--- config.mk ---
export PLATFORM = sky130hd
export DESIGN_NAME = imem_loader
export DESIGN_NICKNAME = d
export VERILOG_FILES = /design/src/rtl/imem_loader_pkg.sv /design/src/rtl/imem_loader.sv
export SDC_FILE = /design/constraint.sdc
export NUM_CORES = 1
export LEC_CHECK = 0
export BUFFER_PORTS_ARGS = -buffer_cell sky130_fd_sc_hd__clkbuf_2
export CAP_MARGIN = 10
export CORE_MARGIN = 2
export CORE_UTILIZATION = 52
export DETAILED_ROUTE_END_ITERATION = 12
export GPL_ROUTABILITY_DRIVEN = 0
export MAX_ROUTING_LAYER = met4
export PLACE_DENSITY = 0.84
export SETUP_SLACK_MARGIN = 0.02
export SLEW_MARGIN = 5
export SYNTH_ARGS = -nofsm -noshare
export SYNTH_HDL_FRONTEND = slang
export SYNTH_SLANG_ARGS = --single-unit
--- constraint.sdc ---
create_clock -name CLK -period 3.14 [get_ports CLK]
set_clock_uncertainty 0.1 [all_clocks]
set_input_delay 0.157 -clock CLK [delete_from_list [all_inputs] [get_ports CLK]]
set_output_delay 0.157 -clock CLK [all_outputs]
set_load 0.005 [all_outputs]
--- src/rtl/imem_loader_pkg.sv ---
// Shared types and constants for the instruction-memory loader.
package imem_loader_pkg;

    typedef enum logic [1:0] {
        IDLE,
        LOAD,
        HOLD,
        RUN
    } state_e;

    localparam int WORD_BYTES = 4;

    localparam logic        RST_IMEM_WE    = 1'b0;
    localparam logic        RST_PROC_RESET = 1'b1;
    localparam logic        RST_BUSY       = 1'b0;
    localparam logic        RST_DONE       = 1'b0;
    localparam logic        RST_ERR        = 1'b0;
    localparam logic [31:0] RST_WORD       = 32'h0;

endpackage

--- src/rtl/imem_loader.sv ---
// Streams instruction words into the instruction memory, then releases the processor at the load base.
// Optional LOADER_CHECKSUM_EN adds an XOR checksum of the loaded words, verified on entry to HOLD.
module imem_loader
    import imem_loader_pkg::*;
#(
    parameter int ADDR_W      = 64,
    parameter int DEPTH       = 64,
    parameter int HOLD_CYCLES = 2
) (
    input  logic              CLK,
    input  logic              reset,
    input  logic              load_start,
    input  logic [ADDR_W-1:0] load_base,
    input  logic [15:0]       load_count,
    input  logic              in_valid,
    input  logic [31:0]       in_data,
    output logic              in_ready,
    output logic              imem_we,
    output logic [ADDR_W-1:0] imem_addr,
    output logic [31:0]       imem_wdata,
`ifdef LOADER_CHECKSUM_EN
    input  logic [31:0]       load_chk,
    output logic [31:0]       chk_acc,
`endif
    output logic              proc_reset,
    output logic [ADDR_W-1:0] proc_startpc,
    output logic              busy,
    output logic              done,
    output logic              err
);

    localparam int                HOLD_W    = $clog2(HOLD_CYCLES + 1);
    localparam logic [ADDR_W-1:0] LAST_ADDR = ADDR_W'(DEPTH * WORD_BYTES - WORD_BYTES);

    state_e              state_q, state_d;
    logic [ADDR_W-1:0]   addr_q, addr_d;
    logic                addr_wrap_q, addr_wrap_d;
    logic [15:0]         remaining_q, remaining_d;
    logic [HOLD_W-1:0]   hold_cnt_q, hold_cnt_d;
    logic                imem_we_q, imem_we_d;
    logic [ADDR_W-1:0]   imem_addr_q, imem_addr_d;
    logic [31:0]         imem_wdata_q, imem_wdata_d;
    logic                proc_reset_q, proc_reset_d;
    logic [ADDR_W-1:0]   proc_startpc_q, proc_startpc_d;
    logic                busy_q, busy_d;
    logic                done_q, done_d;
    logic                err_q, err_d;
    logic [ADDR_W:0]     addr_inc;
`ifdef LOADER_CHECKSUM_EN
    logic [31:0]         chk_acc_q, chk_acc_d;
    logic [31:0]         load_chk_q, load_chk_d;
`endif

    // The extra carry bit flags a wrap past 2^ADDR_W, which must count as out of bounds.
    assign addr_inc = {1'b0, addr_q} + (ADDR_W + 1)'(WORD_BYTES);

    always_comb begin
        state_d        = state_q;
        addr_d         = addr_q;
        addr_wrap_d    = addr_wrap_q;
        remaining_d    = remaining_q;
        hold_cnt_d     = hold_cnt_q;
        imem_we_d      = 1'b0;
        imem_addr_d    = imem_addr_q;
        imem_wdata_d   = imem_wdata_q;
        proc_startpc_d = proc_startpc_q;
        err_d          = err_q;
`ifdef LOADER_CHECKSUM_EN
        chk_acc_d      = chk_acc_q;
        load_chk_d     = load_chk_q;
`endif

        case (state_q)
            IDLE, RUN: begin
                if (load_start) begin
                    if (load_base[1:0] != 2'b00) begin
                        err_d = 1'b1;
                    end else begin
                        addr_d         = load_base;
                        addr_wrap_d    = 1'b0;
                        remaining_d    = load_count;
                        hold_cnt_d     = '0;
                        proc_startpc_d = load_base;
                        err_d          = 1'b0;
`ifdef LOADER_CHECKSUM_EN
                        chk_acc_d      = RST_WORD;
                        load_chk_d     = load_chk;
`endif
                        state_d        = (load_count == 16'd0) ? HOLD : LOAD;
                    end
                end
            end
            LOAD: begin
                if (in_valid) begin
                    if (addr_wrap_q || (addr_q > LAST_ADDR)) begin
                        err_d   = 1'b1;
                        state_d = IDLE;
                    end else begin
                        imem_we_d    = 1'b1;
                        imem_addr_d  = addr_q;
                        imem_wdata_d = in_data;
                        addr_d       = addr_inc[ADDR_W-1:0];
                        addr_wrap_d  = addr_inc[ADDR_W];
                        remaining_d  = remaining_q - 16'd1;
`ifdef LOADER_CHECKSUM_EN
                        chk_acc_d    = chk_acc_q ^ in_data;
`endif
                        if (remaining_q == 16'd1) begin
                            state_d = HOLD;
                        end
                    end
                end
            end
            HOLD: begin
                if (hold_cnt_q == HOLD_W'(HOLD_CYCLES - 1)) begin
                    state_d = RUN;
                end else begin
                    hold_cnt_d = hold_cnt_q + HOLD_W'(1);
                end
            end
            default: state_d = IDLE;
        endcase

`ifdef LOADER_CHECKSUM_EN
        // A bad checksum diverts the HOLD entry back to IDLE so the processor never starts.
        if ((state_d == HOLD) && (state_q != HOLD) && (chk_acc_d != load_chk_d)) begin
            state_d = IDLE;
            err_d   = 1'b1;
        end
`endif

        proc_reset_d = (state_d != RUN);
        busy_d       = (state_d == LOAD) || (state_d == HOLD);
        done_d       = (state_d == RUN);
    end

    always_ff @(posedge CLK) begin
        if (reset) begin
            state_q        <= IDLE;
            addr_q         <= '0;
            addr_wrap_q    <= 1'b0;
            remaining_q    <= '0;
            hold_cnt_q     <= '0;
            imem_we_q      <= RST_IMEM_WE;
            imem_addr_q    <= '0;
            imem_wdata_q   <= RST_WORD;
            proc_reset_q   <= RST_PROC_RESET;
            proc_startpc_q <= '0;
            busy_q         <= RST_BUSY;
            done_q         <= RST_DONE;
            err_q          <= RST_ERR;
`ifdef LOADER_CHECKSUM_EN
            chk_acc_q      <= RST_WORD;
            load_chk_q     <= RST_WORD;
`endif
        end else begin
            state_q        <= state_d;
            addr_q         <= addr_d;
            addr_wrap_q    <= addr_wrap_d;
            remaining_q    <= remaining_d;
            hold_cnt_q     <= hold_cnt_d;
            imem_we_q      <= imem_we_d;
            imem_addr_q    <= imem_addr_d;
            imem_wdata_q   <= imem_wdata_d;
            proc_reset_q   <= proc_reset_d;
            proc_startpc_q <= proc_startpc_d;
            busy_q         <= busy_d;
            done_q         <= done_d;
            err_q          <= err_d;
`ifdef LOADER_CHECKSUM_EN
            chk_acc_q      <= chk_acc_d;
            load_chk_q     <= load_chk_d;
`endif
        end
    end

    assign in_ready     = (state_q == LOAD);
    assign imem_we      = imem_we_q;
    assign imem_addr    = imem_addr_q;
    assign imem_wdata   = imem_wdata_q;
    assign proc_reset   = proc_reset_q;
    assign proc_startpc = proc_startpc_q;
    assign busy         = busy_q;
    assign done         = done_q;
    assign err          = err_q;
`ifdef LOADER_CHECKSUM_EN
    assign chk_acc      = chk_acc_q;
`endif

endmodule

* After elaboration in Yosys (flattened, before gate mapping)
Index checks and enable logic that the tools add are counted. W data, S select, Z words.
Cells by class: reductions and logical operators 14, bitwise logic cells 4, $add $sub $neg 3, magnitude comparators 1, multiplexer cells 33, equal/unequal tests 15
Operator list (count):
- $mux W64 | 4
- $pmux W64 S2 | 1
- $add A64 B3 Y65 const B | 1
- $gt A64 B8 Y1 const B | 1
- $mux W16 | 4
- $pmux W16 S2 | 1
- $mux W2 | 10
- $eq A16 B1 Y1 const B | 1
- $logic_not A16 Y1 | 1
- $sub A16 B1 Y16 const B | 1
- $ne A2 B2 Y1 const B | 6
- $mux W1 | 9
- $eq A2 B2 Y1 const B | 4
- $reduce_and A4 Y1 | 2
- $eq A2 B1 Y1 const B | 3
- $pmux W2 S3 | 1
- $reduce_and A3 Y1 | 2
- $reduce_bool A2 Y1 | 3
- $reduce_and A5 Y1 | 1
- $not A1 Y1 | 4
- $pmux W1 S2 | 2
- $pmux W2 S2 | 1
- $reduce_or A3 Y1 | 1
- $add A2 B1 Y2 const B | 1
- 4 further kinds | 5
Word-level totals: register bits after elaboration 250, word-level logic and storage cells 83, bits of input ports 116, output and inout port bits 166

* Depth between registers and ports, before layout
Gate-level depths: netlist of run 1.
depth in word-level cells 7, depth in mapped cells 12

* Worst setup path before layout of run 1
Ideal clock, no wire load.
kind reg-to-reg, start point register state_q[0], end point register addr_q[42], slack 0.676 ns, arrival 2.226 ns, period minus slack after synthesis 2.464 ns, cell stages (with the launch flop) 11, data required time 2.902 ns, library setup time 0.138 ns, cell sequence dfxtp_1 inv_1 ha_1 clkbuf_1 nand2_1 nor3_1 nand2_1 nand2_1 buf_2 clkbuf_1 a211oi_1
On the way: longest elaborated chain between the ends 4, elaborated cells on any way between the ends 11, those cells by class 6 x eq/ne; 1 x mux; 4 x reduce/logical
Ends and longest elaborated chain:
- start: declaration | line imem_loader.sv:35 | state_e state_q, state_d;
- start signal: assignment | line imem_loader.sv:157 | state_q <= state_d;
- $eq A2 B2 Y1 / $logic_not A2 Y1 (equally long branches) | line imem_loader.sv:73 | case (state_q)
- $reduce_or A2 Y1 | line imem_loader.sv:73
- $ne A2 B2 Y1 (no source line) / $reduce_bool A2 Y1 (equally long branches)
- $reduce_and A5 Y1 (no source line)
- end signal: assignment | line imem_loader.sv:158 | addr_q <= addr_d;
- end: declaration | line imem_loader.sv:36 | logic [ADDR_W-1:0] addr_q, addr_d;
Several ways; a longest one is shown, not always the timed one. A chain may end at the register's enable or synchronous reset.

* Worst setup path after layout of run 1
start point register addr_q[3], end point register imem_wdata_q[28] (netlist: imem_wdata[28])
On the way: longest elaborated chain between the ends 4
Ends and longest elaborated chain:
- $gt A64 B8 Y1 | line imem_loader.sv:95 | if (addr_wrap_q || (addr_q > LAST_ADDR)) begin
- $logic_or A1 B1 Y1 | line imem_loader.sv:95
- $not A1 Y1 (no source line)
- $reduce_and A3 Y1 (no source line)
- end signal: assignment | line imem_loader.sv:164 | imem_wdata_q <= imem_wdata_d;
- end: declaration | line imem_loader.sv:42 | logic [31:0] imem_wdata_q, imem_wdata_d;
No other way between the ends.

==> results of run 1 <==
kinds of logic after synthesis:
logic type	count (synthesis)
fa+ha+maj	7
xor+xnor	1
buf+inv	104
compound gates	282
simple gates	568
flops	250
mux	13
final cells by class:
cell class                 instances  area share
timing repair buffer             419      0.2044
sequential                       250      0.3689
antenna                            1   0.0001845
multi-input combinational        871      0.3372
clock buffer                      42     0.06060
clock inverter                     5    0.002675
tap                              234     0.02158
inverter                          16    0.004427
through the flow:
| step | cell area [µm²] | power [mW] |
|---|---|---|
| 2_1_floorplan | 9962 | 4.655 |
| 3_3_place_gp | 11510 | 5.149 |
| 3_5_place_dp | 11510 | 5.195 |
| 4_1_cts | 13540 | 8.325 |
| 5_1_grt | 13570 | 8.707 |
| 6_report | 13570 | 8.374 |
power by group through the flow:
stage / Combinational, mW / Clock, mW / Sequential (mW)
floorplan: 1.05 / 0 / 3.60
global placement: 1.51 / 0 / 3.64
detailed placement: 1.55 / 0 / 3.64
CTS: 1.67 / 3.07 / 3.58
global route: 1.88 / 3.21 / 3.61
finish: 1.73 / 3.06 / 3.59
how the worst max path moves through the flow:
stage	from	endpoint	slack, ns
global route	addr_q[2]	imem_wdata[29]	0.009
floorplan	state_q[0]	addr_q[42]	0.68
finish	addr_q[3]	imem_wdata[28]	0.19
detailed placement	state_q[0]	addr_q[30]	0.42
CTS	addr_q[2]	imem_wdata[2]	0.07
global placement	state_q[0]	addr_q[30]	0.44
what timing repair did:
action	in CTS	in global routing
buffers inserted	0	0
setup endpoints to repair	0	10
gates resized for setup	0	6
hold buffers	117	0
hold endpoints to repair	165	0
layer usage:
metal,wire [µm],track usage,up-vias
li1,-,-,5029
met4,956,0.1032,0
met1,13390,0.4122,4949
met2,16070,0.5370,605
met5,0,-,-
met3,2761,0.04879,102
worst min-delay path, cell delays in order:
cell	delay [ns]
clkbuf_2	0.09
inv_1	0.04
o21ai_0	0.06
mux2i_1	0.13
o21ai_0	0.10
registers in the layout, summed over array words and instances (netlist names):
signal	count
addr_q	64
addr_wrap_q	1
busy	1
done	1
err	1
hold_cnt_q	2
imem_addr	64
imem_wdata	32
imem_we	1
proc_reset	1
proc_startpc	64
remaining_q	16
state_q	2
cell usage in the layout (no fill, tap or decap), types with 27 or more instances in the layout:
cell type,count
o21ai_0,40
clkbuf_16,27
nand2_1,275
nor2_1,68
nor3_1,29
nor4_1,35
clkbuf_2,280
dfxtp_1,250
nand3_1,31
a211oi_1,30
and3_1,65
dlygate4sd3_1,117
a21oi_1,144
==> results.toml, run 1 <==
[timing]
setup_viol = 0
fmaxAchievable_mhz = 338.7
hold_viol_final = 0
rsz0062_at_grt = "true"
maxSlewHeadroom = 0.4191
min_period_ns = 2.952
final.setup.tns_ns = 0
finalCritPeriodShare = 0.9402
final.setup.worst_slack_ns = 0.1878
drv_slew = 0
timing.hold.ws_ns = 0.01835
tightestPinTransition_ns = 0.8682

[clocking]
cts.sinks = 250
clkLatencyLatePin_ns = 0.52
cts_max_level = 1
cts_buffers = 26
cts.reportedPaths.clkPinSlew_ns = 0.06
cts_tree = "done"
clock_path_buffers = 3
cts_root_buf = "clkbuf_16"

[worst_hold_path]
hp-class = "in2reg"
min_to = "remaining_q[15]"
min-delay-start = "load_count[15]"
min_path_cells = 5

[cells_and_area]
register_area_um2 = 5005
syn_to_final_growth_pct = 36.17
fillers = 1321
post-route-util = 0.7228
stdcell_count = 1838
nNetsFinal = 1707
drive_gt1_frac = 0.2252
multi_input_area_um2 = 4574

[setup_path]
cp.required_ns = 3.51
critPathSlowestCell = "dlygate4sd3_1"
slowest_delay_ns = 0.59
path_max_fanout = 95
cpMostUsedCell = "nor3_1"
cp.depth = 9
path_class = "reg2reg"
endpoint_kind = "register"
reg2reg_to = "imem_wdata[28]"
rr_startpoint = "addr_q[3]"
cp_cell_sequence = "ha_1 > nand3_1 > nor3_1 > nor3_1 > nand3_2 > buf_8 > nand2_1 > a21oi_1 > dlygate4sd3_1"
critPathBufInv = 2
critPathArrivalTime_ns = 3.32
crit_path_start_kind = "register"
cp_top_family = "buffers and inverters"
r2r_cells = 9
r2r_slack_ns = 0.19

[drt]
finalWirelength_um = 33180
vias_per_cell = 5.813
dr.pass1.iters = 5
vias = 10685
drcViolationCount = 0
ant_nets = 0
first_iter_violations = 991
post_drt_wl_per_cell_um = 18.05

[synth]
synth_nets = 1348
synth_xor_area_frac = 0.0008792
synth-seq-cells = 250
netlist_area_um2 = 9962
synth_cell_types = 58
synth_area_per_cell_um2 = 8.132
ys_warn_count = 0
yosysTopAreaCellShare = 0.5024
synth.most_common_cell = "nand2_1"
synth_compound_area_frac = 0.1669
ys.flop_type = "dfxtp_1"
synth_top_family_by_area = "simple AND/OR/NAND/NOR gates"
synth_edf_count = 0
ys_top_cells_by_count = "276 x nand2_1, 250 x dfxtp_1, 144 x a21oi_1, 78 x clkbuf_1, 69 x nor2_1"
synth-seq-area-share = 0.5024
yosysTopAreaCell = "dfxtp_1"
synth_mux_area_frac = 0.01331
yosys.area_share.simple = 0.2670
synth-adder-area-share = 0.008792
syn_inst = 1225
async_flop_share = 0
synth.top_cells.by_area = "dfxtp_1 50%, nand2_1 10%, a21oi_1 7.2%, and3_1 4.1%, clkbuf_1 2.9%"

[global_routing]
grt_pass1_wl_um = 52330
grt_max_degree = 96
grt_pass1_vias = 10223
overflow = 0
grt_use_total = 0.3248
antenna_found_initial = 1

[pwr]
p_leak_nw = 5.739
combinationalPowerShare = 0.206
sw_frac_of_total = 0.3002
intPower_mw = 5.860
seqPwrFrac = 0.429
cellPowerDensity_nw_per_um2 = 617.3
switching_power_mw = 2.513
vdd_drop_max_mv = 0.4604
clkPwrFrac = 0.365

[floorplan]
floorplan.initialDensity = 0.5308
fp.dieH_um = 142.4
io_pins = 282
die_x_um = 142.4
row_count = 50
core_um2 = 18770
dieArea_um2 = 20280

[placement]
place_hpwl_um = 20090
portBuffers = 281
placed_cells = 1673
place_ws_ns = 0.4187

[outcome]
status = "complete, no violations"

[run]
cap_violations = 0
Note: power is estimated with default switching activity, not from simulation.
==> run 2, diff against run 1 <==
CORE_UTILIZATION = 54   (was 52)
CTS_BUF_LIST = sky130_fd_sc_hd__clkbuf_8   (was default)
PLACE_DENSITY = 0.86   (was 0.84)
==> run 2 against run 1 <==
  * Count of clock-buffer cells in the layout up 12
  * Clock power about the same
  * Die area down 3.6%
  * Core utilization up 3.4 points
  * Worst hold slack better by 0.0021 ns
  * Sequential cell count unchanged
  * Non-clock buffer count up 5
  * Critical path type unchanged
  * Largest cell class unchanged
==> results.toml, run 2 (same netlist as run 1, synthesis figures left out) <==
[global_routing]
met2_usage = 0.5322
use_met1 = 0.4140
grt_pass1_wl_um = 52150
grt_pass1_vias = 10399
use_met3 = 0.05747
grt_max_degree = 85
top_usage_layer = "met2"
antenna_found_initial = 0
grt_use_total = 0.3320
overflow = 0

[timing]
timing.hold.ws_ns = 0.02044
maxSlewHeadroom = 0.3938
min_period_ns = 2.919
rsz0062_at_grt = "true"
final.setup.worst_slack_ns = 0.2206
tightestPinTransition_ns = 0.9094
finalCritPeriodShare = 0.9298
setup_viol = 0
drv_slew = 0
hold_viol_final = 0
fmaxAchievable_mhz = 342.5

[floorplan]
dieArea_um2 = 19550
die_x_um = 139.8
floorplan.initialDensity = 0.5527
io_pins = 282
row_count = 49
fp.dieH_um = 139.8
core_um2 = 18020

[placement]
placed_cells = 1671
portBuffers = 281
place_ws_ns = 0.3429
place_hpwl_um = 19830
place_area_um2 = 11540

[cells_and_area]
drive_gt1_frac = 0.2359
layout_commonest_cell = "clkbuf_2"
syn_to_final_growth_pct = 36.88
n_antenna_cell = 0
final_cell_mix = "280 x clkbuf_2, 275 x nand2_1, 250 x dfxtp_1"
stdcell_count = 1861
nNetsFinal = 1726
finalInstanceArea_um2 = 13640

[worst_hold_path]
min_to = "remaining_q[8]"
min-delay-start = "load_count[8]"
min_path_cells = 4
hp-class = "in2reg"

[pwr]
cellPowerDensity_nw_per_um2 = 617.9
p_leak_nw = 5.833
power_mw = 8.425
vdd_drop_max_mv = 0.4175

[setup_path]
slowest_delay_ns = 0.40
cpMostUsedCell = "nand4_1"
critPathSlowestCell = "dfxtp_1"
r2r_cells = 9
path_max_fanout = 35
path_class = "reg2reg"
rr_startpoint = "state_q[0]"
critPathArrivalTime_ns = 3.26
cp_cell_sequence = "ha_2 > nor4b_1 > nand4_1 > nor3_1 > nand4_1 > nand2_2 > buf_12 > a21oi_1 > a311oi_1"
endpoint_kind = "register"
cp.required_ns = 3.48
reg2reg_to = "addr_q[24]"
r2r_slack_ns = 0.22
crit_path_start_kind = "register"

[drt]
ant_nets = 0
finalWirelength_um = 33390
post_drt_wl_per_cell_um = 17.94
dr.pass1.iters = 6
vias = 10924
drcViolationCount = 0
first_iter_violations = 1405
vias_per_cell = 5.870

[clocking]
cts_max_level = 2
clock_path_buffers = 3
cts_setup_buffers = 0
cts.reportedPaths.clkPinSlew_ns = 0.06
cts_root_buf = "clkbuf_8"
cts_tree = "done"
clkLatencyLatePin_ns = 0.54
cts.sinks = 250
cts_buffers = 40

[run]
cap_violations = 0

[outcome]
status = "complete, no violations"
## run 2: cell types whose count changed in the layout (fill, tap and decap cells not counted), sizes merged
cell	previous run	this run
bufinv	0	3
clkinv	5	3
dlygate4sd3	117	119
diode	1	0
inv	16	25
clkinvlp	0	2
buf	22	25
clkbuf	322	334
## run 2: per-stage QoR
stage / setup TNS (ns) / util
finish: 0 / 0.7565
global route: -0.0005080 / 0.7565
CTS: 0 / 0.7563
detailed placement: 0 / 0.6404
global placement: 0 / 0.6404
floorplan: 0 / -
## run 2: final cells by class
type,count,area [µm²]
Tap cell,229,286.5
Multi-Input combinational cell,871,4574
Sequential cell,250,5005
Inverter,16,60.06
Fill cell,1219,4389
Clock inverter,17,153.9
Timing Repair Buffer,424,2813
Clock buffer,54,743.2
## run 2: worst max-delay path by stage
| stage | from | to | slack, ns | depth (start not counted) |
|---|---|---|---|---|
| 2_1_floorplan | state_q[0] | addr_q[42] | 0.68 | 10 |
| 3_3_place_gp | state_q[0] | addr_q[7] | 0.44 | 9 |
| 3_5_place_dp | state_q[0] | addr_q[7] | 0.34 | 9 |
| 4_1_cts | state_q[0] | proc_startpc[35] | 0.25 | 8 |
| 5_1_grt | state_q[0] | imem_wdata[5] | -0.0005 | 8 |
| 6_report | state_q[0] | addr_q[24] | 0.22 | 9 |
## run 2: critical path, delay by kind of cell (launching register included)
kind	cells	cell delay, ns
simple gates	5	1.45
flops	1	0.40
compound gates	2	0.33
buf+inv	1	0.26
fa+ha+maj	1	0.25
## run 2: power breakdown
group / leakage [nW] / switching, mW / internal [mW] / total [mW]
combinational: 3.32 / 1.04 / 0.700 / 1.74
clock: 0.491 / 1.30 / 1.78 / 3.08
sequential: 2.02 / 0.214 / 3.38 / 3.60
total: 5.83 / 2.56 / 5.86 / 8.42
## run 2: repair_timing
| item | CTS | global route |
|---|---|---|
| hold buffers | 119 | 0 |
| resized for setup | 0 | 1 |
| hold endpoints to repair | 169 | 0 |
| endpoints found under the setup margin | 0 | 14 |
## run 2: per-layer routing
metal,routed length [µm],part of all wire
met1,13160,0.39
met2,15800,0.47
met3,3058,0.092
met4,1369,0.041
met5,0,0
